<file path="config.mk">
export PLATFORM = sky130hd
export DESIGN_NAME = mole_spawner
export DESIGN_NICKNAME = d
export VERILOG_FILES = /design/src/rtl/mole_pkg.sv /design/src/rtl/mole_timer.sv /design/src/rtl/mole_spawner.sv
export SDC_FILE = /design/constraint.sdc
export NUM_CORES = 1
export LEC_CHECK = 0
export CORE_MARGIN = 2
export CORE_UTILIZATION = 30
export DETAILED_ROUTE_END_ITERATION = 8
export HOLD_SLACK_MARGIN = 0.12
export SLEW_MARGIN = 20
export SYNTH_ARGS = -nofsm -noshare
export SYNTH_HDL_FRONTEND = slang
export SYNTH_HIERARCHICAL = 1
export SYNTH_SLANG_ARGS = --single-unit
</file>
<file path="constraint.sdc">
create_clock -name clk -period 11.86 [get_ports clk]
set_clock_uncertainty 0.05 [all_clocks]
set_input_delay 1.779 -clock clk [delete_from_list [all_inputs] [get_ports clk]]
set_output_delay 1.779 -clock clk [all_outputs]
set_load 0.05 [all_outputs]
</file>
<file path="src/rtl/mole_pkg.sv">
// Shared mole-game types, default sizing/timing and the popcount helper.
// Imported by the spawner, its per-hole timers, rng and the score logic.
package mole_pkg;

    typedef enum logic [1:0] {
        IDLE,
        WAIT,
        PICK
    } state_e;

    localparam int NUM_HOLES_DEF      = 18;
    localparam int SPAWN_INTERVAL_DEF = 500;
    localparam int UP_TIME_DEF        = 2000;
    localparam int MAX_ACTIVE_DEF     = 3;
    localparam int MAX_RETRY_DEF      = 4;
    localparam int ACCEL_STEP_DEF     = 10;
    localparam int MIN_INTERVAL_DEF   = 100;

    localparam int POP_W = 64;

    function automatic int unsigned popcount(input logic [POP_W-1:0] v);
        int unsigned n;
        n = 0;
        for (int i = 0; i < POP_W; i++) begin
            n = n + {31'b0, v[i]};
        end
        return n;
    endfunction

endpackage

</file>
<file path="src/rtl/mole_timer.sv">
// Per-hole up-timer: holds a mole up for UP_TIME cycles after load.
// Clear beats load; expire_pulse marks the last visible cycle.
module mole_timer
    import mole_pkg::*;
#(
    parameter int UP_TIME = UP_TIME_DEF
) (
    input  logic clk,
    input  logic reset,
    input  logic load,
    input  logic clear,
    output logic up,
    output logic expire_pulse
);

    localparam int TW = $clog2(UP_TIME + 1);

    logic [TW-1:0] cnt;

    always_ff @(posedge clk or posedge reset) begin
        if (reset) begin
            cnt <= '0;
            up  <= 1'b0;
        end else if (clear) begin
            cnt <= '0;
            up  <= 1'b0;
        end else if (load) begin
            cnt <= TW'(UP_TIME);
            up  <= 1'b1;
        end else if (up) begin
            if (cnt == TW'(1)) begin
                cnt <= '0;
                up  <= 1'b0;
            end else begin
                cnt <= cnt - TW'(1);
            end
        end
    end

    assign expire_pulse = up && (cnt == TW'(1));

endmodule

</file>
<file path="src/rtl/mole_spawner.sv">
// Mole spawner: samples rng hole indices, runs per-hole up-timers, resolves hits.
// Define MOLE_SPAWN_ACCEL_EN to shorten the spawn interval as total hits grow.
module mole_spawner
    import mole_pkg::*;
#(
    parameter int NUM_HOLES      = NUM_HOLES_DEF,
    parameter int SPAWN_INTERVAL = SPAWN_INTERVAL_DEF,
    parameter int UP_TIME        = UP_TIME_DEF,
    parameter int MAX_ACTIVE     = MAX_ACTIVE_DEF,
    parameter int MAX_RETRY      = MAX_RETRY_DEF,
    parameter int ACCEL_STEP     = ACCEL_STEP_DEF,
    parameter int MIN_INTERVAL   = MIN_INTERVAL_DEF
) (
    input  logic                           clk,
    input  logic                           reset,
    input  logic                           enable,
    input  logic [$clog2(NUM_HOLES)-1:0]   random_value,
    input  logic [NUM_HOLES-1:0]           hit_mask,
    output logic [NUM_HOLES-1:0]           mole_mask,
    output logic [$clog2(NUM_HOLES+1)-1:0] hit_count,
    output logic [$clog2(NUM_HOLES+1)-1:0] miss_count,
    output logic                           whiff_pulse
);

    localparam int RW  = $clog2(NUM_HOLES);
    localparam int CW  = $clog2(NUM_HOLES + 1);
    localparam int PW  = 1 << RW;
    localparam int IW  = $clog2(SPAWN_INTERVAL + 1);
    localparam int TRW = $clog2(MAX_RETRY + 1);

    localparam logic [RW:0]    HOLES_U    = (RW+1)'(NUM_HOLES);
    localparam logic [TRW-1:0] RETRY_LAST = TRW'(MAX_RETRY - 1);
    localparam logic [31:0]    ACT_U      = 32'(MAX_ACTIVE);
    localparam logic [31:0]    SPAN_U     = 32'(SPAWN_INTERVAL);
    localparam logic [31:0]    STEP_U     = 32'(ACCEL_STEP);
    localparam logic [31:0]    MIN_U      = 32'(MIN_INTERVAL);

    state_e               state;
    state_e               state_nx;
    logic [IW-1:0]        ivl_cnt;
    logic [IW-1:0]        ivl_len;
    logic [TRW-1:0]       retry;
    logic                 ivl_load;
    logic                 retry_clr;
    logic                 retry_inc;
    logic                 full;
    logic                 idx_ok;
    logic                 accept;
    logic [PW-1:0]        occ_pad;
    logic [NUM_HOLES-1:0] hit_v;
    logic [NUM_HOLES-1:0] miss_v;
    logic [NUM_HOLES-1:0] exp_v;
    logic [NUM_HOLES-1:0] load_v;
    logic [NUM_HOLES-1:0] clr_v;
    logic [31:0]          hits_w;

    // Zero hits always yields the base interval.
    function automatic logic [31:0] reload_len(input logic [31:0] hits);
        logic [31:0] dec;
        dec = STEP_U * hits;
        if (dec == '0) return SPAN_U;
        if (dec + MIN_U >= SPAN_U) return MIN_U;
        return SPAN_U - dec;
    endfunction

    assign occ_pad = PW'(mole_mask);
    assign full    = popcount(POP_W'(mole_mask)) >= ACT_U;
    assign idx_ok  = ({1'b0, random_value} < HOLES_U) && !occ_pad[random_value];
    assign accept  = enable && (state == PICK) && !full && idx_ok;
    assign ivl_len = IW'(reload_len(hits_w));

    assign hit_v  = enable ? (hit_mask & mole_mask) : '0;
    assign miss_v = exp_v & ~hit_v;
    assign clr_v  = enable ? hit_v : '1;

    for (genvar i = 0; i < NUM_HOLES; i++) begin : g_hole
        assign load_v[i] = accept && (random_value == RW'(i));

        mole_timer #(
            .UP_TIME(UP_TIME)
        ) u_timer (
            .clk         (clk),
            .reset       (reset),
            .load        (load_v[i]),
            .clear       (clr_v[i]),
            .up          (mole_mask[i]),
            .expire_pulse(exp_v[i])
        );
    end

    always_comb begin
        state_nx  = state;
        ivl_load  = 1'b0;
        retry_clr = 1'b0;
        retry_inc = 1'b0;
        unique case (state)
            IDLE: begin
                if (enable) begin
                    state_nx = WAIT;
                    ivl_load = 1'b1;
                end
            end
            WAIT: begin
                if (ivl_cnt == '0) state_nx = PICK;
            end
            PICK: begin
                if (full || idx_ok || retry == RETRY_LAST) begin
                    state_nx  = WAIT;
                    ivl_load  = 1'b1;
                    retry_clr = 1'b1;
                end else begin
                    retry_inc = 1'b1;
                end
            end
            default: state_nx = IDLE;
        endcase
        if (!enable) begin
            state_nx  = IDLE;
            ivl_load  = 1'b0;
            retry_clr = 1'b1;
        end
    end

    always_ff @(posedge clk or posedge reset) begin
        if (reset) begin
            state   <= IDLE;
            ivl_cnt <= '0;
            retry   <= '0;
        end else begin
            state <= state_nx;
            if (state_nx == IDLE) begin
                ivl_cnt <= '0;
            end else if (ivl_load) begin
                ivl_cnt <= ivl_len - IW'(1);
            end else if (state == WAIT && ivl_cnt != '0) begin
                ivl_cnt <= ivl_cnt - IW'(1);
            end
            if (retry_clr) begin
                retry <= '0;
            end else if (retry_inc) begin
                retry <= retry + TRW'(1);
            end
        end
    end

`ifdef MOLE_SPAWN_ACCEL_EN
    logic [IW-1:0] hits_total;
    logic [31:0]   hits_sum;

    assign hits_sum = 32'(hits_total) + popcount(POP_W'(hit_v));
    assign hits_w   = 32'(hits_total);

    // Saturating at all-ones is enough: past SPAWN_INTERVAL hits the floor applies.
    always_ff @(posedge clk or posedge reset) begin
        if (reset) begin
            hits_total <= '0;
        end else if (state == IDLE) begin
            hits_total <= '0;
        end else if (hits_sum > 32'({IW{1'b1}})) begin
            hits_total <= '1;
        end else begin
            hits_total <= IW'(hits_sum);
        end
    end
`else
    assign hits_w = '0;
`endif

    always_ff @(posedge clk or posedge reset) begin
        if (reset) begin
            hit_count   <= '0;
            miss_count  <= '0;
            whiff_pulse <= 1'b0;
        end else if (!enable) begin
            hit_count   <= '0;
            miss_count  <= '0;
            whiff_pulse <= 1'b0;
        end else begin
            hit_count   <= CW'(popcount(POP_W'(hit_v)));
            miss_count  <= CW'(popcount(POP_W'(miss_v)));
            whiff_pulse <= |(hit_mask & ~mole_mask);
        end
    end

endmodule

</file>
==> key figures <==
Hold path
  – Min-Delay Path Class: reg -> reg
  – Worst hold endpoint: retry[0]
  – HP Start: retry[0]
  – Hold path depth: 1

Logic synthesis
  – Synth top area cells: dfrtp_1 37%, a21oi_1 5.4%, nor2_1 5.3%
  – Top_reg_cell synth: dfrtp_1
  – Register bit total from synthesis: 241
  – Syn Nets: 1962
  – Syn. warnings: 6
  – EDFF count, synth: 0
  – Mean post-synth cell area: 8.79 um2
  – Post-synthesis cell count: 1837
  – Count of cell types in the netlist: 72
  – Asr flop ratio synth: 100%
  – Synthesized area: 16100 um2
  – Area fraction of the dominant cell type after synthesis: 37.4%
  – Top cell type by total area after synthesis: dfrtp_1
  – Sequential fraction of the synthesis area: 37.4%

Power and ir drop
  – Clk pwr share: 45.8%
  – Pint: 1.37 mW
  – Pleak: 7.71 nW
  – Net switching power: 432 uW
  – Seq pwr share: 46.9%
  – Combinational power share: 7.3%
  – Switch share: 24.0%
  – Pwr per Cell Area: 98.5 nW/um2
  – Max VDD drop: 0.000106 V

Global route
  – Antenna violations before repair: 6
  – Vias in the first global route: 13000
  – Grt ovf: 0
  – First-pass GRT wire length: 68000 um
  – Largest net degree at the start of global routing: 53
  – Tot GR Track Use: 14.8%

Timing
  – Minimum clock period: 6290 ps
  – Worst-Margin Slew: 938 ps
  – Fin. max-slew vios: 0
  – Max_slew headroom: 37.4%
  – Fmax: 0.159 GHz
  – Crit share post-route: 53.0%
  – Final Hold Viols: 0
  – Setup tns final: 0 ps
  – Final setup violation count: 0
  – RSZ-0062 raised after global routing: no
  – Final setup margin: 5570 ps

Routing
  – Drt drc: 0
  – Final wirelength: 42000 um
  – Vias: 13600
  – WL per Instance: 16.2 um
  – 1st-iter DRT viols: 1125
  – DRT antenna net count: 0
  – Routed vias/inst: 5.25
  – Pre-antenna DRT Iters: 5

Placement
  – Post-Place Setup Slack: 5220 ps
  – # port buffers: 54
  – Final Wtd Congestion: 0.843
  – Hpwl dp: 31500 um

CTS
  – Worst-path clk slew: 60 ps
  – H-tree depth: 1
  – CTS sink cnt: 241
  – Total CTS buffers: 28
  – Number of setup buffers added after CTS: 0
  – Clock root buffer: clkbuf_16
  – TritonCTS clock tree: built
  – Longest Clk Path Bufs: 3
  – Post_cts resized: 0
  – Clk Latency, worst-skew pair: 560 ps
  – Post-CTS Hold Fix Bufs: 0

Layout
  – Area grow syn2layout: 13.1%
  – Layout net count: 2002
  – Most common cell after layout, fill and taps aside: dfrtp_1
  – Layout cells sized above 1: 9.03%
  – Final Util: 34.1%
  – Most frequent cells in the layout: 241 x dfrtp_1, 230 x nor2_1, 210 x nand2_1

Critical path
  – Critical path peak fanout: 12
  – R2R Setup Slk: 5570 ps
  – Crit path capture type: flip-flop
  – R2R cell count: 18
  – CP Launch Type: flip-flop
  – Worst Setup Path Type: reg -> reg
  – FF-to-FF Start: g_hole[0].u_timer/up
  – Reg-to-Reg End: g_hole[9].u_timer/cnt[10]
  – Worst EP required: 12260 ps
  – Arr. time, crit path: 6690 ps

Floorplanning
  – Die ar.: 55700 um2
  – Core area: 53500 um2
  – Initial core utilization: 30.2%
  – Die height: 236 um
  – Std cell rows: 85
  – Die W: 236 um
  – Num ports: 55

Run
  – Maxcap violations: 0

Status
  – Status: finished clean
area by class of cell:
type,count,area (um2)
timing repair buffer,60,581
clock inverter,4,20.0
fill,5436,35200
clock buffer,43,858
inverter,167,627
tap,696,871
multi-input combinational,1379,9260
antenna,4,10.0
sequential,241,6030
cell families (layout without fill, tap and decap cells):
kind of cell | count (synthesis) | in the layout | share of synthesized area (%)
flops | 241 | 241 | 37.4
fa+ha+maj | 99 | 99 | 9.35
buf+inv | 217 | 274 | 5.27
compound gates | 382 | 382 | 14.5
xor+xnor | 8 | 8 | 0.434
mux | 43 | 43 | 2.75
simple gates | 847 | 847 | 30.4
other cells | 0 | 4 | 0
metal layers:
layer / wire, um / vias to the layer above / global-route usage (%)
met5: 36 / - / 0
met4: 965 / 6 / 3.57
met3: 2590 / 70 / 2.72
met2: 18700 / 325 / 23.4
met1: 19700 / 6660 / 20.7
li1: - / 6565 / -
synthesized netlist by cell type (7+ instances only):
master    instances
o31ai_1          22
o22ai_1          34
nor3_1           42
fa_1             36
or3_1            22
nor2_1          230
a21oi_1         173
nand3_1         103
clkbuf_1         41
nor4b_4          17
dfrtp_1         241
and4bb_2         17
a211oi_1          8
and2_1           13
a21boi_0         19
or2_2            19
nand2_1         210
a22o_1            7
or4b_4           17
nand2b_1         20
inv_1           166
mux2i_1          41
and3_1            7
nor4b_1          19
nor2b_1          12
o21ai_1           7
a22oi_1          34
nor4_2           18
nor4_1            7
ha_1             63
or3b_2           18
nand4_1          17
o21ai_0          19
and4b_1          17
a31oi_1          37
stage by stage:
stage	total power, mW	hold WS (ps)	area [um2]	std cells
after floorplan	0.950	400	16100	1837
after global placement	0.986	415	17400	2543
after detailed placement	0.989	431	17400	2543
after CTS	1.83	438	18300	2590
after global routing	1.88	458	18300	2590
final	1.80	430	18300	2594
power by group through the flow:
stage	logic (mW)	registers, mW	clock network (mW)
floorplan	0.0938	0.856	0
global route	0.146	0.845	0.891
detailed placement	0.131	0.859	0
CTS	0.131	0.844	0.852
finish	0.131	0.844	0.824
global placement	0.129	0.858	0
registers in the layout, indices dropped and copies added (netlist names):
| signal | count |
|---|---|
| hit_count | 5 |
| whiff_pulse | 1 |
| g_hole.u_timer/up | 18 |
| g_hole.u_timer/cnt | 198 |
| state | 2 |
| ivl_cnt | 9 |
| miss_count | 5 |
| retry | 3 |
worst max path at each step:
stage,slack [ps],from,endpoint
2_1_floorplan,5740,enable,miss_count[4]
3_3_place_gp,5240,enable,miss_count[4]
3_5_place_dp,5220,enable,miss_count[4]
4_1_cts,5580,g_hole[0].u_timer/up,g_hole[9].u_timer/cnt[10]
5_1_grt,5350,g_hole[0].u_timer/up,g_hole[9].u_timer/cnt[8]
6_report,5570,g_hole[0].u_timer/up,g_hole[9].u_timer/cnt[10]
critical path, cell delays in order (launching register included):
cell	delay, ps
dfrtp_1	640
inv_1	160
fa_1	590
fa_1	440
fa_1	490
fa_1	500
fa_1	400
inv_1	60
ha_1	160
inv_1	60
fa_1	380
inv_1	70
a31oi_1	90
nor3_1	330
o21ai_2	120
or3_1	520
nor2_1	600
nor4_1	200
a311oi_1	310
(Power assumes the default switching activity.)
